===== src/rtl/moving_avg_if.sv =====
// Sample stream bundle between a sample source and the moving-average filter.
// The master side drives samples; the slave side returns the filtered stream.
interface moving_avg_if #(
    parameter int DATA_W = 8
);
    logic              in_valid;
    logic [DATA_W-1:0] x;
    logic              bypass;
    logic              out_valid;
    logic [DATA_W-1:0] y;
    logic              primed;

    modport master (
        output in_valid, x, bypass,
        input  out_valid, y, primed
    );

    modport slave (
        input  in_valid, x, bypass,
        output out_valid, y, primed
    );
endinterface


===== src/rtl/moving_avg_filter.sv =====
// Boxcar moving average over the last 2^LOG2_TAPS accepted samples.
// Keeps a full-precision running sum next to a circular history buffer.
module moving_avg_filter #(
    parameter int DATA_W    = 8,
    parameter int LOG2_TAPS = 2
) (
    input  logic        CLOCK_50,
    input  logic        rst,
    moving_avg_if.slave bus
);
    localparam int TAPS  = 1 << LOG2_TAPS;
    localparam int SUM_W = DATA_W + LOG2_TAPS;
    localparam logic [LOG2_TAPS:0]   FILL_MAX = (LOG2_TAPS+1)'(TAPS);
    localparam logic [LOG2_TAPS:0]   FILL_ONE = (LOG2_TAPS+1)'(1);
    localparam logic [LOG2_TAPS-1:0] PTR_ONE  = LOG2_TAPS'(1);

    logic [DATA_W-1:0]    hist [TAPS];
    logic [SUM_W-1:0]     sum;
    logic [SUM_W-1:0]     sum_next;
    logic [LOG2_TAPS-1:0] wr_ptr;
    logic [LOG2_TAPS:0]   fill;
    logic [DATA_W-1:0]    y_r;
    logic                 out_valid_r;
    logic                 primed_r;

    // Modular arithmetic: intermediate wrap cancels, result always fits SUM_W.
    always_comb begin
        sum_next = sum + SUM_W'(bus.x) - SUM_W'(hist[wr_ptr]);
    end

    always_ff @(posedge CLOCK_50) begin
        if (rst) begin
            for (int i = 0; i < TAPS; i++) begin
                hist[i] <= '0;
            end
            sum         <= '0;
            wr_ptr      <= '0;
            fill        <= '0;
            y_r         <= '0;
            out_valid_r <= 1'b0;
            primed_r    <= 1'b0;
        end else begin
            out_valid_r <= bus.in_valid;
            if (bus.in_valid) begin
                hist[wr_ptr] <= bus.x;
                wr_ptr       <= wr_ptr + PTR_ONE;
                sum          <= sum_next;
                y_r          <= bus.bypass ? bus.x : sum_next[SUM_W-1:LOG2_TAPS];
                if (fill != FILL_MAX) begin
                    fill <= fill + FILL_ONE;
                end
                if (fill == FILL_MAX - FILL_ONE) begin
                    primed_r <= 1'b1;
                end
            end
        end
    end

    assign bus.y         = y_r;
    assign bus.out_valid = out_valid_r;
    assign bus.primed    = primed_r;
endmodule


===== src/flat_wrapper.sv =====
// flat-port wrapper written by rule: the top's interface ports become plain ports
module moving_avg_filter_flat 
#(
    parameter int DATA_W    = 8,
    parameter int LOG2_TAPS = 2
)
  (CLOCK_50, rst, bus_in_valid, bus_x, bus_bypass, bus_out_valid, bus_y, bus_primed);
  moving_avg_if #(.DATA_W(DATA_W)) bus_i ();
  input  logic CLOCK_50;
  input  logic rst;
  input wire logic [$bits(bus_i.in_valid)-1:0] bus_in_valid;
  input wire logic [$bits(bus_i.x)-1:0] bus_x;
  input wire logic [$bits(bus_i.bypass)-1:0] bus_bypass;
  output wire logic [$bits(bus_i.out_valid)-1:0] bus_out_valid;
  output wire logic [$bits(bus_i.y)-1:0] bus_y;
  output wire logic [$bits(bus_i.primed)-1:0] bus_primed;
  assign bus_i.in_valid = bus_in_valid;
  assign bus_i.x = bus_x;
  assign bus_i.bypass = bus_bypass;
  assign bus_out_valid = bus_i.out_valid;
  assign bus_y = bus_i.y;
  assign bus_primed = bus_i.primed;
  moving_avg_filter #(.DATA_W(DATA_W), .LOG2_TAPS(LOG2_TAPS)) u_core (.CLOCK_50(CLOCK_50), .rst(rst), .bus(bus_i));
endmodule

===== config.mk =====
export PLATFORM = sky130hd
export DESIGN_NAME = moving_avg_filter_flat
export DESIGN_NICKNAME = d
export VERILOG_FILES = /design/src/rtl/moving_avg_if.sv /design/src/rtl/moving_avg_filter.sv /design/src/flat_wrapper.sv
export SDC_FILE = /design/constraint.sdc
export NUM_CORES = 1
export LEC_CHECK = 0
export ABC_AREA = 1
export CORE_ASPECT_RATIO = 0.75
export CORE_MARGIN = 1
export CORE_UTILIZATION = 62
export CTS_BUF_LIST = sky130_fd_sc_hd__clkbuf_4 sky130_fd_sc_hd__clkbuf_8
export DETAILED_ROUTE_END_ITERATION = 12
export GPL_TIMING_DRIVEN = 0
export PLACE_DENSITY = 0.91
export SETUP_SLACK_MARGIN = 0.05
export SLEW_MARGIN = 10
export SYNTH_ARGS = -nofsm -noshare
export SYNTH_HDL_FRONTEND = slang
export SYNTH_SLANG_ARGS = --single-unit
export TNS_END_PERCENT = 5

===== constraint.sdc =====
create_clock -name CLOCK_50 -period 7.5 [get_ports CLOCK_50]
set_clock_uncertainty 0.2 [all_clocks]
set_input_delay 1.5 -clock CLOCK_50 [delete_from_list [all_inputs] [get_ports CLOCK_50]]
set_output_delay 1.5 -clock CLOCK_50 [all_outputs]
set_load 0.005 [all_outputs]

==> impl_results.md, run 1 <==
- Final ANT Viol Nets: 0
- Initial drt markers: 205
- Hold_buf cts: 0
- DRC errors left: 0
- Synth Area in Adders: 0.104
- EDFF count, synth: 32
- Sw Share: 0.387
- WHS Path Cells: 2
- P_leak: 1.64 nW
- Pwr/cell area: 345 mW/mm2
- Crit end category: flop
- Synth cell types: 29
- Seq/Total Area, Yosys: 0.486
- Antenna violations before repair: 0
- Cts bufs inserted: 9
- Status: completed
- Non-Filler Instances: 449
- Crit Path Category: in -> reg
- Simple-gate portion of the synthesized area: 0.192
- Post-cts resize count: 0
- Syn_area_per_cell: 8.68 um2
- H-tree depth: 3
- Total grt overflow: 0
- Gr usage total: 0.295
- Worst Reg-to-Reg Cells: 16
- Number of port buffers: 20
- Via count: 2529
- CTS Buffer Depth: 2
- Peak VDD IR: 0.240 mV
- Clk sinks: 59
- Min-delay src: u_core.bus.y[6]
- Final Setup Violations: 0
- Achievable frequency: 245 MHz
- Fin. max-slew vios: 0
- Main synth FF type: edfxtp_1
- Final hold viol count: 0
- Full die area: 0.00528 mm2
- Die width: 83.5 um
- Part of the power in registers: 0.332
- Placed insts: 433
- Hpwl dp: 5.05 mm
- Ys Warns: 0
- Share of cells above drive strength 1: 0.0918
- Slew @ Worst Pin: 0.897 ns
- XOR/XNOR Fraction of Synth Area: 0.0113
- Syn nets: 389
- Final period utilization: 0.544
- First-pass GRT wire length: 11.6 mm
- Worst reg-to-reg setup slack: 4.09 ns
- Worst Hold End: u_core.bus.y[6]
- Vias in the first global route: 2465
- Reg-to-Reg End: u_core.bus.y[4]
- Worst Setup Start Kind: input port
- Max_cap viols: 0
- Initial core utilization: 0.669
- Synthesized instance count: 356
- Placer Congestion: 0.922
- Nets: 420
- Internal power: 0.753 mW
- Crit-path max FO: 5
- Worst skew pair latency: 0.34 ns
- Worst slack, placed: 3.22 ns
- CP arrival: 4.10 ns
- Routed wire length: 7.00 mm
- Die height: 63.2 um
- Pre-Repair DR Iteration Count: 5
- Wire length per cell: 15.6 um
- TNS Setup: 0 ns
- Postcts setup bufs: 0
- Yosys reg bits: 59
- Async SR Flop Fraction: 0
- WP data required: 7.52 ns
- CTS tree: done
- Vias/cell: 5.63
- Io pins: 22
- Core area: 0.00462 mm2
- Final worst slack: 3.42 ns
- Relative slew slack: 0.398
- Rows: 21
- Root Buffer: clkbuf_8
- Clock network power share: 0.232
- RSZ-0062 raised after global routing: no
- Number of inserted diodes: 0
- Final hold slack: 0.258 ns
- Final Critical Period: 4.08 ns
- NetSw: 0.475 mW
- Combinational share of power: 0.435
- Area delta synth->final: 15.2%
- Hold WC Path Type: reg -> reg
- Mapped cell area: 0.00309 mm2
- Largest net degree at the start of global routing: 11
- Mux share of post-synthesis cell area: 0
- Largest family of logic cells by synthesized area: simple AND/OR/NAND/NOR gates
- Synth Area in Compound Gates: 0.115
- Clk pin slew, worst setup/hold paths: 0.06 ns
[layout make-up]
cell class / count / area (um2)
buffer: 6 / 45.0
clock buffer: 15 / 194
clock inverter: 1 / 5.00
fill: 313 / 1060
inverter: 63 / 239
multi-input combinational: 228 / 1310
sequential: 59 / 1500
tap: 57 / 71.3
timing repair buffer: 20 / 200
[critical path, stage by stage]
cell and delay (ns):
clkdlybuf4s50_1 0.50, inv_1 0.14, fa_1 0.55, fa_1 0.48
nand3b_1 0.18, nand2_1 0.15, nand2_1 0.10, nand3_1 0.09
nand2_1 0.09, o21ai_0 0.25, nand2_1 0.08
[cell families (layout without fill, tap and decap cells)]
family	Yosys count	in the layout
compound gates	64	64
buf+inv	69	105
fa+ha+maj	21	21
simple gates	139	139
flops	59	59
xor+xnor	4	4
[synth_stat cells, types with 8 or more instances]
cell type	count	area share
a21oi_1	15	0.024
dfxtp_1	27	0.17
edfxtp_1	32	0.31
fa_1	8	0.052
ha_1	13	0.053
inv_1	59	0.072
nand2_1	65	0.079
nand3_1	12	0.019
nor2_1	44	0.053
nor3_1	9	0.015
o21ai_0	29	0.047
o22ai_1	11	0.022
[state kept, by name, indices dropped and copies added, names as in the netlist, named ones only]
signal and cells:
u_core.wr_ptr 2, u_core.bus.y 8, u_core.sum 10, u_core.hist 32, u_core.bus.out_valid 1, u_core.fill 3
u_core.bus.primed 1
[placed cells by master (no fill, tap or decap), drive strengths merged]
cell / count
a21o: 1
inv: 63
xnor2: 4
o22ai: 11
buf: 6
fa: 8
o211ai: 3
clkdlybuf4s50: 20
nor2: 45
nand2: 68
o21ai: 31
a21oi: 17
clkinv: 1
nor3: 9
dfxtp: 27
o21bai: 1
nand3b: 1
clkbuf: 15
ha: 13
edfxtp: 32
nand4: 1
nand3: 15
[layer usage]
| layer | part of all wire | global-route usage | vias up | wire length, um |
|---|---|---|---|---|
| met5 | 0 | 0 | - | 0 |
| met4 | 0.023 | 0.117 | 0 | 161 |
| met3 | 0.088 | 0.0721 | 20 | 619 |
| met2 | 0.45 | 0.471 | 118 | 3130 |
| met1 | 0.44 | 0.390 | 1170 | 3080 |
| li1 | - | - | 1221 | - |
[power by group through the flow]
stage	Clock, mW	Combinational, mW	Sequential (mW)
final	0.285	0.535	0.408
after floorplan	0	0.390	0.411
after CTS	0.286	0.524	0.408
after global routing	0.299	0.603	0.413
after detailed placement	0	0.513	0.414
after global placement	0	0.493	0.412
[worst max path at each step]
| stage | start | to | slack (ns) | cells after the start |
|---|---|---|---|---|
| detailed placement | bus_x[1] | u_core.bus.y[4] | 3.22 | 11 |
| finish | bus_x[1] | u_core.bus.y[4] | 3.42 | 11 |
| global placement | bus_x[1] | u_core.bus.y[4] | 3.25 | 11 |
| floorplan | bus_x[1] | u_core.bus.y[4] | 4.00 | 10 |
| CTS | bus_x[1] | u_core.bus.y[4] | 3.48 | 11 |
| global route | bus_x[1] | u_core.bus.y[4] | 3.29 | 11 |
[stage by stage]
step | instance area, um2 | util | power [mW]
3_5_place_dp | 3360 | 0.727 | 0.927
2_1_floorplan | 3090 | - | 0.801
4_1_cts | 3560 | 0.770 | 1.22
6_report | 3560 | 0.770 | 1.23
5_1_grt | 3560 | 0.770 | 1.31
3_3_place_gp | 3360 | 0.727 | 0.905
(Power assumes the default switching activity.)
==> run 2, diff against run 1 <==
--- a/config.mk
+++ b/config.mk
@@ -8,11 +8,11 @@
 export ABC_AREA = 1
 export CORE_ASPECT_RATIO = 0.75
 export CORE_MARGIN = 1
-export CORE_UTILIZATION = 62
+export CORE_UTILIZATION = 61
 export CTS_BUF_LIST = sky130_fd_sc_hd__clkbuf_4 sky130_fd_sc_hd__clkbuf_8
 export DETAILED_ROUTE_END_ITERATION = 12
 export GPL_TIMING_DRIVEN = 0
-export PLACE_DENSITY = 0.91
+export PLACE_DENSITY = 0.89
 export SETUP_SLACK_MARGIN = 0.05
 export SLEW_MARGIN = 10
 export SYNTH_ARGS = -nofsm -noshare
==> constraint.sdc (replaced) <==
create_clock -name CLOCK_50 -period 4.1 [get_ports CLOCK_50]
set_clock_uncertainty 0.2 [all_clocks]
set_input_delay 0.82 -clock CLOCK_50 [delete_from_list [all_inputs] [get_ports CLOCK_50]]
set_output_delay 0.82 -clock CLOCK_50 [all_outputs]
set_load 0.005 [all_outputs]
==> impl_results.md, run 2 (synthesis gave the netlist of run 1 again) <==
- Final Critical Period: 3.31 ns
- Root Buffer: clkbuf_8
- Hold WC Path Type: reg -> reg
- DRC errors left: 0
- Worst Setup Start Kind: flop
- Family with the most delay on the worst path: adder cells
- Crit Path Category: reg -> reg
- Die width: 84.2 um
- Core area: 0.00487 mm2
- CP Buf/Inv Count: 4
- Postcts setup bufs: 0
- Fill cells: 360
- Clk pin slew, worst setup/hold paths: 0.07 ns
- WHS Path Cells: 2
- Area delta synth->final: 14.2%
- Worst skew pair latency: 0.34 ns
- Cts bufs inserted: 9
- H-tree depth: 3
- Placer Congestion: 0.925
- Commonest non-fill, non-tap cell in the layout: nand2_1
- Io pins: 22
- Largest net degree at the start of global routing: 11
- Clk sinks: 59
- Crit-path max FO: 10
- Vias/cell: 5.49
- Top reg by flops: u_core.hist
- Antenna violations before repair: 0
- Gr usage total: 0.291
- Commonest cells after routing, fill and taps aside: nand2_1, inv_1, nor2_1
- Slew @ Worst Pin: 0.873 ns
- Hold_buf cts: 0
- Final core occ: 0.725
- Routed wire length: 6.90 mm
- Pwr/cell area: 617 mW/mm2
- Rows: 22
- Final Setup Violations: 0
- Via count: 2482
- Number of inserted diodes: 0
- Number of flip-flops in the largest register: 32
- Post-cts resize count: 0
- Worst reg-to-reg setup slack: 0.79 ns
- Worst Reg-to-Reg Cells: 16
- Fin. max-slew vios: 0
- Full die area: 0.00536 mm2
- Wire length per cell: 15.3 um
- Die height: 63.7 um
- Vias in the first global route: 2496
- Share of cells above drive strength 1: 0.0893
- Initial drt markers: 207
- Reg-to-Reg End: u_core.sum[8]
- Final hold slack: 0.257 ns
- Peak VDD IR: 0.387 mV
- Initial core utilization: 0.635
- Status: completed
- Nets: 420
- WP data required: 4.11 ns
- Final period utilization: 0.807
- Pre-Repair DR Iteration Count: 5
- Min-delay src: u_core.bus.y[7]
- TNS Setup: 0 ns
- Relative slew slack: 0.414
- CP arrival: 3.32 ns
- Max_cap viols: 0
- CTS tree: done
- Power after layout: 2.18 mW
- Worst Hold End: u_core.bus.y[7]
- First-pass GRT wire length: 11.5 mm
- P_leak: 1.62 nW
- CP Cell Sequence: inv_1, buf_2, nor2_1, o22ai_1, ha_1, inv_1, ha_1, inv_1, fa_1, nand3b_1, nand2_1, nand3_1, nand3_1, nand2_1, nand2_1, o21ai_0
- Hpwl dp: 5.17 mm
- Final ANT Viol Nets: 0
- Slowest cell on crit path: dfxtp_1
- RSZ-0062 raised after global routing: no
- Achievable frequency: 302 MHz
- Final hold viol count: 0
- Total grt overflow: 0
- Number of port buffers: 20
- Slowest stage delay, CP: 0.39 ns
- Crit end category: flop
- CTS Buffer Depth: 2
==> run 2: cell types whose count changed in the layout (fill, tap and decap cells not counted) <==
cell and change:
clkinv_2 +2, clkinv_1 +1, clkbuf_4 +1, clkbuf_8 -4
==> run 2: where the power goes <==
| group | internal [mW] | switching (mW) | total, mW |
|---|---|---|---|
| Combinational | 0.369 | 0.604 | 0.973 |
| Sequential | 0.711 | 0.0393 | 0.750 |
| Clock | 0.234 | 0.222 | 0.456 |
| Total | 1.31 | 0.865 | 2.18 |
==> run 2: metrics by stage <==
step | instance area (um2) | setup WS [ns] | instances
after floorplan | 3090 | 1.28 | 356
after global placement | 3370 | 0.554 | 436
after detailed placement | 3370 | 0.541 | 436
after CTS | 3530 | 0.817 | 452
after global routing | 3530 | 0.583 | 452
final | 3530 | 0.792 | 452
==> run 2: worst max-delay path by stage <==
stage                                  to      from  cells past startpoint
after floorplan           u_core.bus.y[4]  bus_x[1]                     10
after global placement    u_core.bus.y[2]  bus_x[1]                     10
after detailed placement  u_core.bus.y[1]  bus_x[2]                     11
after CTS                   u_core.sum[8]      flop                     16
after global routing        u_core.sum[8]      flop                     16
final                       u_core.sum[8]      flop                     16
==> run 2: metal layers <==
layer	wire length, um	global-route usage	vias to the layer above
li1	-	-	1225
met5	0	0	-
met4	184	0.119	0
met1	3070	0.362	1131
met3	516	0.0996	24
met2	3130	0.467	102
==> run 2: worst register-to-register path, stage by stage (launching register included) <==
cell,delay (ns)
dfxtp_1,0.39
inv_1,0.20
buf_2,0.26
nor2_1,0.07
o22ai_1,0.25
ha_1,0.28
inv_1,0.06
ha_1,0.19
inv_1,0.09
fa_1,0.39
nand3b_1,0.17
nand2_1,0.14
nand3_1,0.14
nand3_1,0.14
nand2_1,0.07
nand2_1,0.05
o21ai_0,0.10
==> run 2: cell type report <==
| class | instances | area [um2] | share of cell area |
|---|---|---|---|
| flip-flops and latches | 59 | 1500 | 0.425 |
| multi-input cells | 228 | 1310 | 0.370 |
| inverters | 63 | 239 | 0.0677 |
| repair buffers | 20 | 200 | 0.0567 |
| clock buffers | 12 | 146 | 0.0414 |
| well taps | 60 | 75.1 | 0.0213 |
| plain buffers | 6 | 45.0 | 0.0128 |
| clock inverters | 4 | 18.8 | 0.00531 |
